===== src/rtl/mul_pkg.sv =====
// Shared definitions for the M-extension multiply control stage:
// opcode encodings, FSM state encoding and operand signedness decode.
package mul_pkg;

    localparam logic [1:0] OP_MUL    = 2'b00;
    localparam logic [1:0] OP_MULH   = 2'b01;
    localparam logic [1:0] OP_MULHSU = 2'b10;
    localparam logic [1:0] OP_MULHU  = 2'b11;

    // Wide enough for MUL_LATENCY-1 with MUL_LATENCY up to 15.
    localparam int CNT_W = 4;

    typedef enum logic [1:0] {
        ST_IDLE = 2'd0,
        ST_CALC = 2'd1,
        ST_FIX  = 2'd2,
        ST_DONE = 2'd3
    } state_t;

    // Returns {signed_a, signed_b}; MUL is handled as unsigned since its low word is sign-agnostic.
    function automatic logic [1:0] op_signs(input logic [1:0] op);
        logic [1:0] s;
        s = 2'b00;
        case (op)
            OP_MULH:   s = 2'b11;
            OP_MULHSU: s = 2'b10;
            default:   s = 2'b00;
        endcase
        return s;
    endfunction

endpackage


===== src/rtl/mul_m_ctrl_sign_fix.sv =====
// Conditional two's-complement negate: y = neg ? -x : x (mod 2^W).
module mul_sign_fix #(
    parameter int W = 32
) (
    input  logic         neg,
    input  logic [W-1:0] x,
    output logic [W-1:0] y
);

    assign y = neg ? (~x + W'(1)) : x;

endmodule


===== src/rtl/mul_m_ctrl.sv =====
// Control stage around an external unsigned XLEN x XLEN multiplier: converts signed
// operands to magnitudes, waits MUL_LATENCY cycles, then sign-corrects and selects the word.
module mul_m_ctrl
    import mul_pkg::*;
#(
    parameter int MUL_LATENCY = 1,
    parameter int XLEN        = 32
) (
    input  logic              clk,
    input  logic              rst_n,
    input  logic              in_valid,
    output logic              in_ready,
    input  logic [1:0]        op,
    input  logic [XLEN-1:0]   a,
    input  logic [XLEN-1:0]   b,
    input  logic              flush,
    output logic [XLEN-1:0]   mul_a,
    output logic [XLEN-1:0]   mul_b,
    input  logic [2*XLEN-1:0] mul_p,
    output logic              out_valid,
    input  logic              out_ready,
    output logic [XLEN-1:0]   result,
    output logic [1:0]        dbg_state
);

    // Handshake: a request transfers on a rising edge with in_valid & in_ready, a result
    // transfers on a rising edge with out_valid & out_ready; the producer holds valid and
    // its payload stable until that edge.

    state_t             state;
    logic [CNT_W-1:0]   cnt;
    logic [1:0]         op_r;
    logic               neg_r;
    logic [2*XLEN-1:0]  prod_r;

    logic [1:0]         signs;
    logic               neg_a;
    logic               neg_b;
    logic [XLEN-1:0]    mag_a;
    logic [XLEN-1:0]    mag_b;
    logic [2*XLEN-1:0]  p_fix;

    assign signs = op_signs(op);
    assign neg_a = signs[1] & a[XLEN-1];
    assign neg_b = signs[0] & b[XLEN-1];

    mul_sign_fix #(.W(XLEN)) u_fix_a (
        .neg (neg_a),
        .x   (a),
        .y   (mag_a)
    );

    mul_sign_fix #(.W(XLEN)) u_fix_b (
        .neg (neg_b),
        .x   (b),
        .y   (mag_b)
    );

    mul_sign_fix #(.W(2*XLEN)) u_fix_p (
        .neg (neg_r),
        .x   (prod_r),
        .y   (p_fix)
    );

    assign in_ready  = (state == ST_IDLE);
    assign out_valid = (state == ST_DONE);
    assign dbg_state = state;

    always_ff @(posedge clk) begin
        if (!rst_n) begin
            state  <= ST_IDLE;
            cnt    <= '0;
            op_r   <= OP_MUL;
            neg_r  <= 1'b0;
            prod_r <= '0;
            mul_a  <= '0;
            mul_b  <= '0;
            result <= '0;
        end else begin
            case (state)
                ST_IDLE: begin
                    if (in_valid) begin
                        mul_a <= mag_a;
                        mul_b <= mag_b;
                        op_r  <= op;
                        neg_r <= neg_a ^ neg_b;
                        cnt   <= CNT_W'(MUL_LATENCY - 1);
                        state <= ST_CALC;
                    end
                end
                ST_CALC: begin
                    if (flush) begin
                        state <= ST_IDLE;
                    end else if (cnt == '0) begin
                        prod_r <= mul_p;
                        state  <= ST_FIX;
                    end else begin
                        cnt <= cnt - CNT_W'(1);
                    end
                end
                ST_FIX: begin
                    if (flush) begin
                        state <= ST_IDLE;
                    end else begin
                        result <= (op_r == OP_MUL) ? p_fix[XLEN-1:0] : p_fix[2*XLEN-1:XLEN];
                        state  <= ST_DONE;
                    end
                end
                ST_DONE: begin
                    // flush wins over a simultaneous consumer accept
                    if (flush || out_ready) begin
                        state <= ST_IDLE;
                    end
                end
                default: state <= ST_IDLE;
            endcase
        end
    end

endmodule


===== config.mk =====
export PLATFORM = sky130hd
export DESIGN_NAME = mul_m_ctrl
export DESIGN_NICKNAME = d
export VERILOG_FILES = /design/src/rtl/mul_pkg.sv /design/src/rtl/mul_m_ctrl_sign_fix.sv /design/src/rtl/mul_m_ctrl.sv
export SDC_FILE = /design/constraint.sdc
export NUM_CORES = 1
export LEC_CHECK = 0
export ABC_AREA = 0
export CAP_MARGIN = 20
export CORE_UTILIZATION = 50
export DETAILED_ROUTE_END_ITERATION = 8
export GPL_TIMING_DRIVEN = 0
export PLACE_DENSITY = 0.81
export SYNTH_ARGS = -nofsm -noshare
export SYNTH_HDL_FRONTEND = slang
export SYNTH_SLANG_ARGS = --single-unit

===== constraint.sdc =====
create_clock -name clk -period 3.4 [get_ports clk]
set_input_delay 0.68 -clock clk [delete_from_list [all_inputs] [get_ports clk]]
set_output_delay 0.68 -clock clk [all_outputs]
set_load 0.01 [all_outputs]

After elaboration in Yosys (flattened, before gate mapping) --
Cells that the tools add are included.
Cells by class: add/subtract/negate cells 4, multipliers 0, div/mod/pow operators 0, order comparisons 0, equality and inequality tests 10, shift-type cells 0, multiplexer cells 15, bitwise gates (word level) 7, reduce and logical (&&, ||, !) cells 10
Operator list (number):
- $mux W32 | 3
- $add A32 B1 Y32 const B | 2
- $add A64 B1 Y64 const B | 1
- $mux W64 | 1
- $not A32 Y32 | 2
- $not A64 Y64 | 1
- $mux W4 | 3
- $mux W2 | 5
- $pmux W2 S4 | 1
- $pmux W4 S2 | 1
- $eq A2 B2 Y1 const B | 3
- $ne A2 B2 Y1 const B | 3
- $reduce_and A3 Y1 | 2
- $eq A2 B1 Y1 const B | 2
- $logic_not A2 Y1 | 2
- $logic_not A4 Y1 | 1
- $pmux W2 S2 | 1
- $reduce_and A2 Y1 | 2
- $reduce_and A4 Y1 | 1
- $sub A4 B1 Y4 const B | 1
- $ne A3 B3 Y1 const B | 1
- $and A1 B1 Y1 | 2
- $ne A2 B1 Y1 const B | 1
- $reduce_bool A2 Y1 | 1
- other kinds (3) | 3
Word-level totals: register bits 169, latch bits 0, RAM bits 0, memory bits (read-only) 0, input bits 135, output and inout bits 100, word-level logic and storage cells 54, memories 0

Depth between registers and ports, before layout --
word-level depth 4, gate-level depth with buffers 10, depth with buffers taken out 9

Cells and area by module --
Synthesis repeated with hierarchy kept, for this count alone.
Second synthesis, totals: cell total of the unflattened synthesis 1200, area total of the unflattened synthesis 9969.6 µm²
Modules (own cells, without submodules):
- mul_m_ctrl | instances 1, cells an instance 796, area an instance 6766.5 µm², sequential area each 3383.2 µm²
- mul_sign_fix at u_fix_p | instances 1, cells an instance 206, area an instance 1649.1 µm², sequential area each 0.0 µm²
- mul_sign_fix at u_fix_a ... | instances 2, cells an instance 99, area an instance 777.0 µm², sequential area each 0.0 µm²

Least setup slack after synthesis --
No wires, ideal clock.
path type input -> register, start point input port b[8], end point register mul_b[17], library setup time 116 ps, data arrival time 2805 ps, required time 3284 ps, path slack 479 ps, cell stages on the path 7, buffers on the path 0, cells stage by stage or4_1 > or3_1 > or4_1 > o41ai_1 > xor2_1 > nand2_1 > o211a_1
Between the ends: word-level cells in the longest chain between the ends 3
Ends and longest elaborated chain:
- start, declared | line mul_m_ctrl.sv:15 | input logic [XLEN-1:0] b,
- $not A32 Y32 | line mul_m_ctrl_sign_fix.sv:10 | assign y = neg ? (~x + W'(1)) : x;
- $add A32 B1 Y32 | line mul_m_ctrl_sign_fix.sv:10
- $mux W32 | line mul_m_ctrl_sign_fix.sv:10
- end signal, assigned | line mul_m_ctrl.sv:84 | mul_b <= mag_b;
- end, declared | line mul_m_ctrl.sv:18 | output logic [XLEN-1:0] mul_b,
No other way between the ends. A chain may end at the register's enable or synchronous reset.

Worst setup path in the final report --
start point register prod_r[2], end point register result[5]
Between the ends: word-level cells in the longest chain between the ends 4
Ends and longest elaborated chain:
- start, declared | line mul_m_ctrl.sv:34 | logic [2*XLEN-1:0] prod_r;
- start signal, assigned | line mul_m_ctrl.sv:95 | prod_r <= mul_p;
- $not A64 Y64 | line mul_m_ctrl_sign_fix.sv:10
- $add A64 B1 Y64 | line mul_m_ctrl_sign_fix.sv:10
- $mux W64 | line mul_m_ctrl_sign_fix.sv:10
- $mux W32 | line mul_m_ctrl.sv:105 | result <= (op_r == OP_MUL) ? p_fix[XLEN-1:0] : p_fix[2*XLEN-1:XLEN];
- end signal, assigned | line mul_m_ctrl.sv:105
- end, declared | line mul_m_ctrl.sv:22 | output logic [XLEN-1:0] result,
No other way between the ends.

==> flow_summary.ini <==
[status]
outcome = finished with violations
violations = DRC

[sta]
fin_ws_ns = 0.09988
slew_headroom = 0.2582
finalHoldWorstSlack_ns = 0.4660
clock.fmax_ghz = 0.3030
finalHoldViolCount = 0
worst_pin_slew_ns = 1.101
setup_viol = 0
setup_tns_ns = 0
period_needed_ns = 3.300
rsz0062_at_grt = false
finalClockSkew_ns = 0.01311
slew_viol_final = 0
fin_crit_sh = 0.9706

[power_and_ir_drop]
intPower_mw = 4.053
p_leak_nw = 4.802
p_switching_mw = 2.149
combPwrFrac = 0.315
seq_power_share = 0.364
p_clk_frac = 0.321
switching_share = 0.3465
finalPower_mw = 6.202
vdd_drop_max_uv = 374.0
powerDensity_nw_per_um2 = 490.3

[routing]
routed_wl_um = 34960
ant_nets = 0
vias = 10210
wire_per_inst_um = 20.72
vias_per_cell = 6.052
drc = 17
first_pass_iters = 9
drtIter0Drc = 942

[layout]
design_area_um2 = 12650
area_delta_synth_final_pct = 34.47
final_util = 0.6948
fin_cells = 1687
nNetsFinal = 1586
antenna_cells = 0
drive_gt1_frac = 0.03772

[synth]
synth.area.mux_share = 0.008778
ys_seq_area_frac = 0.3596
yosysTopAreaCell = dfxtp_1
async_flop_share = 0
synth_area_leaders = dfxtp_1 36%, nand2_1 9.5%, a21boi_0 5.6%, xnor2_1 5.3%, xor2_1 3.9%
syn-num-nets = 1331
synthDominantCellAreaShare = 0.3596
syn_area_um2 = 9408
synth_top_family_by_area = compound AO/OA/AOI/OAI gates
synthTopCellsByCount = 238 x nand2_1, 169 x dfxtp_1, 81 x clkbuf_1
yosysWarnings = 0
avgSynthCellArea_um2 = 7.906
synth-seq-cells = 169
synth_cell_types = 63
synthAdderAreaFrac = 0.007980
yosysMostFrequentCell = nand2_1
synthSimpleGateAreaFrac = 0.2373
synth_xor_area_frac = 0.09217
ys.flop_type = dfxtp_1
synth_edf_count = 0
synth_compound_area_frac = 0.2547
synthCells = 1190

[grt]
antenna_found_initial = 0
grt_max_degree = 17
gr-total-overflow = 0
grt_pass1_wl_um = 54650
grt_pass1_vias = 9598
track_usage = 0.3661

[die]
rows = 49
dieWidth_um = 139.2
dieArea_um2 = 19370
core_area_um2 = 18210
die_h_um = 139.2
pin_count = 235
start_util = 0.5167

[critical_path]
crit_slowest_cell = o41ai_2
endpoint_kind = register
critPathKind = reg2reg
cp_cell_sequence = or4_4 -> nor4_1 -> nand3_1 -> o41ai_2 -> nand2_1 -> xnor2_1 -> a21oi_1
slowest_delay_ns = 0.90
start_kind = register
path_max_fanout = 5
reg2reg_slack_ns = 0.1
worstPathArrival_ns = 3.59
required_ns = 3.69

[placed_design]
placed_cells = 1653
place_hpwl_um = 27090
placed_cell_area_um2 = 12040
place_ws_ns = -0.1960
place_congestion = 0.9769
port_buffers = 233

[clock_tree]
hold_buffers = 0
cts-root-buf = clkbuf_16
cts_tree = yes
clk_latency_ns = 0.44
clock_path_buffers = 2
h-tree-depth = 4
cts_sinks = 169
clk_pin_slew_ns = 0.07
cts_buffers = 17

[worst_hold_path]
worstHoldPathType = reg2reg

[flow_run]
max_cap_viol_count = 0
-- sequential cells by signal, indices dropped and copies added (netlist names) --
name,flops
mul_b,32
cnt,4
result,32
prod_r,64
neg_r,1
dbg_state,2
mul_a,32
op_r,2
-- routing by layer --
layer	wire, µm	share of wire	vias to the layer above	global-route usage
met4	1113	0.032	0	0.1351
met3	2817	0.081	79	0.06975
li1	-	-	4807	-
met5	0	0	-	0
met2	15390	0.44	505	0.5617
met1	15640	0.45	4819	0.5089
-- power groups by stage --
stage	sequential, mW	combinational [mW]	clock [mW]
6_report	2.26	1.95	1.99
5_1_grt	2.27	2.10	2.07
4_1_cts	2.25	1.89	2.00
3_5_place_dp	2.30	1.88	0
3_3_place_gp	2.29	1.86	0
2_1_floorplan	2.31	1.04	0
-- cell usage in the layout (no fill, tap or decap), types with 6 or more instances in the layout --
| cell type | count |
|---|---|
| o31ai_1 | 29 |
| or4_1 | 17 |
| dfxtp_1 | 169 |
| inv_1 | 15 |
| nor2_1 | 47 |
| and2_1 | 11 |
| nor4_1 | 15 |
| nand2_1 | 238 |
| nand2b_1 | 7 |
| nor2b_1 | 8 |
| o211a_1 | 36 |
| mux2i_1 | 6 |
| o221ai_1 | 12 |
| o41ai_1 | 11 |
| xor2_1 | 42 |
| nand3_1 | 29 |
| and3_1 | 9 |
| xnor2_1 | 57 |
| a31oi_1 | 14 |
| nor3_1 | 30 |
| a21oi_1 | 57 |
| a21boi_0 | 70 |
| ha_1 | 6 |
| nand4_1 | 8 |
| clkdlybuf4s50_1 | 233 |
| clkbuf_16 | 17 |
| o211ai_1 | 10 |
| clkbuf_1 | 82 |
| or3_1 | 25 |
| o21ai_0 | 64 |
-- critical path: cells and delay by family, from the launching register on --
family           cells  cell delay, ns
AO/OA/AOI/OAI        2            1.02
XOR/XNOR             1            0.30
flip-flops           1            0.36
AND/OR/NAND/NOR      4            1.48
-- cell families after synthesis --
logic type,count (synthesis)
simple gates,470
mux,8
xor+xnor,99
buf+inv,99
fa+ha+maj,6
flops,169
compound gates,339
-- final cells by class --
type	instances	area (µm²)
fillers	1560	5558
clock inverters	13	143.9
well taps	229	286.5
flip-flops and latches	169	3383
plain buffers	84	315.3
repair buffers	236	2359
inverters	15	56.30
clock buffers	19	442.9
multi-input cells	922	5664
-- path summary, 6_finish.rpt --
| check | from | end | depth (start not counted) |
|---|---|---|---|
| max | prod_r[2] | result[5] | 7 |
| min reg2reg | result[30] | result[30] | 2 |
| max reg2reg | prod_r[2] | result[5] | 7 |
| min | result[30] | result[30] | 2 |
-- what timing repair did --
item	in CTS	in global routing
buffers inserted	0	2
gates cloned	0	0
setup endpoints to repair	1	3
pin swaps	0	1
gates resized for setup	1	0
No activity file was read; power rests on OpenSTA's default activity.
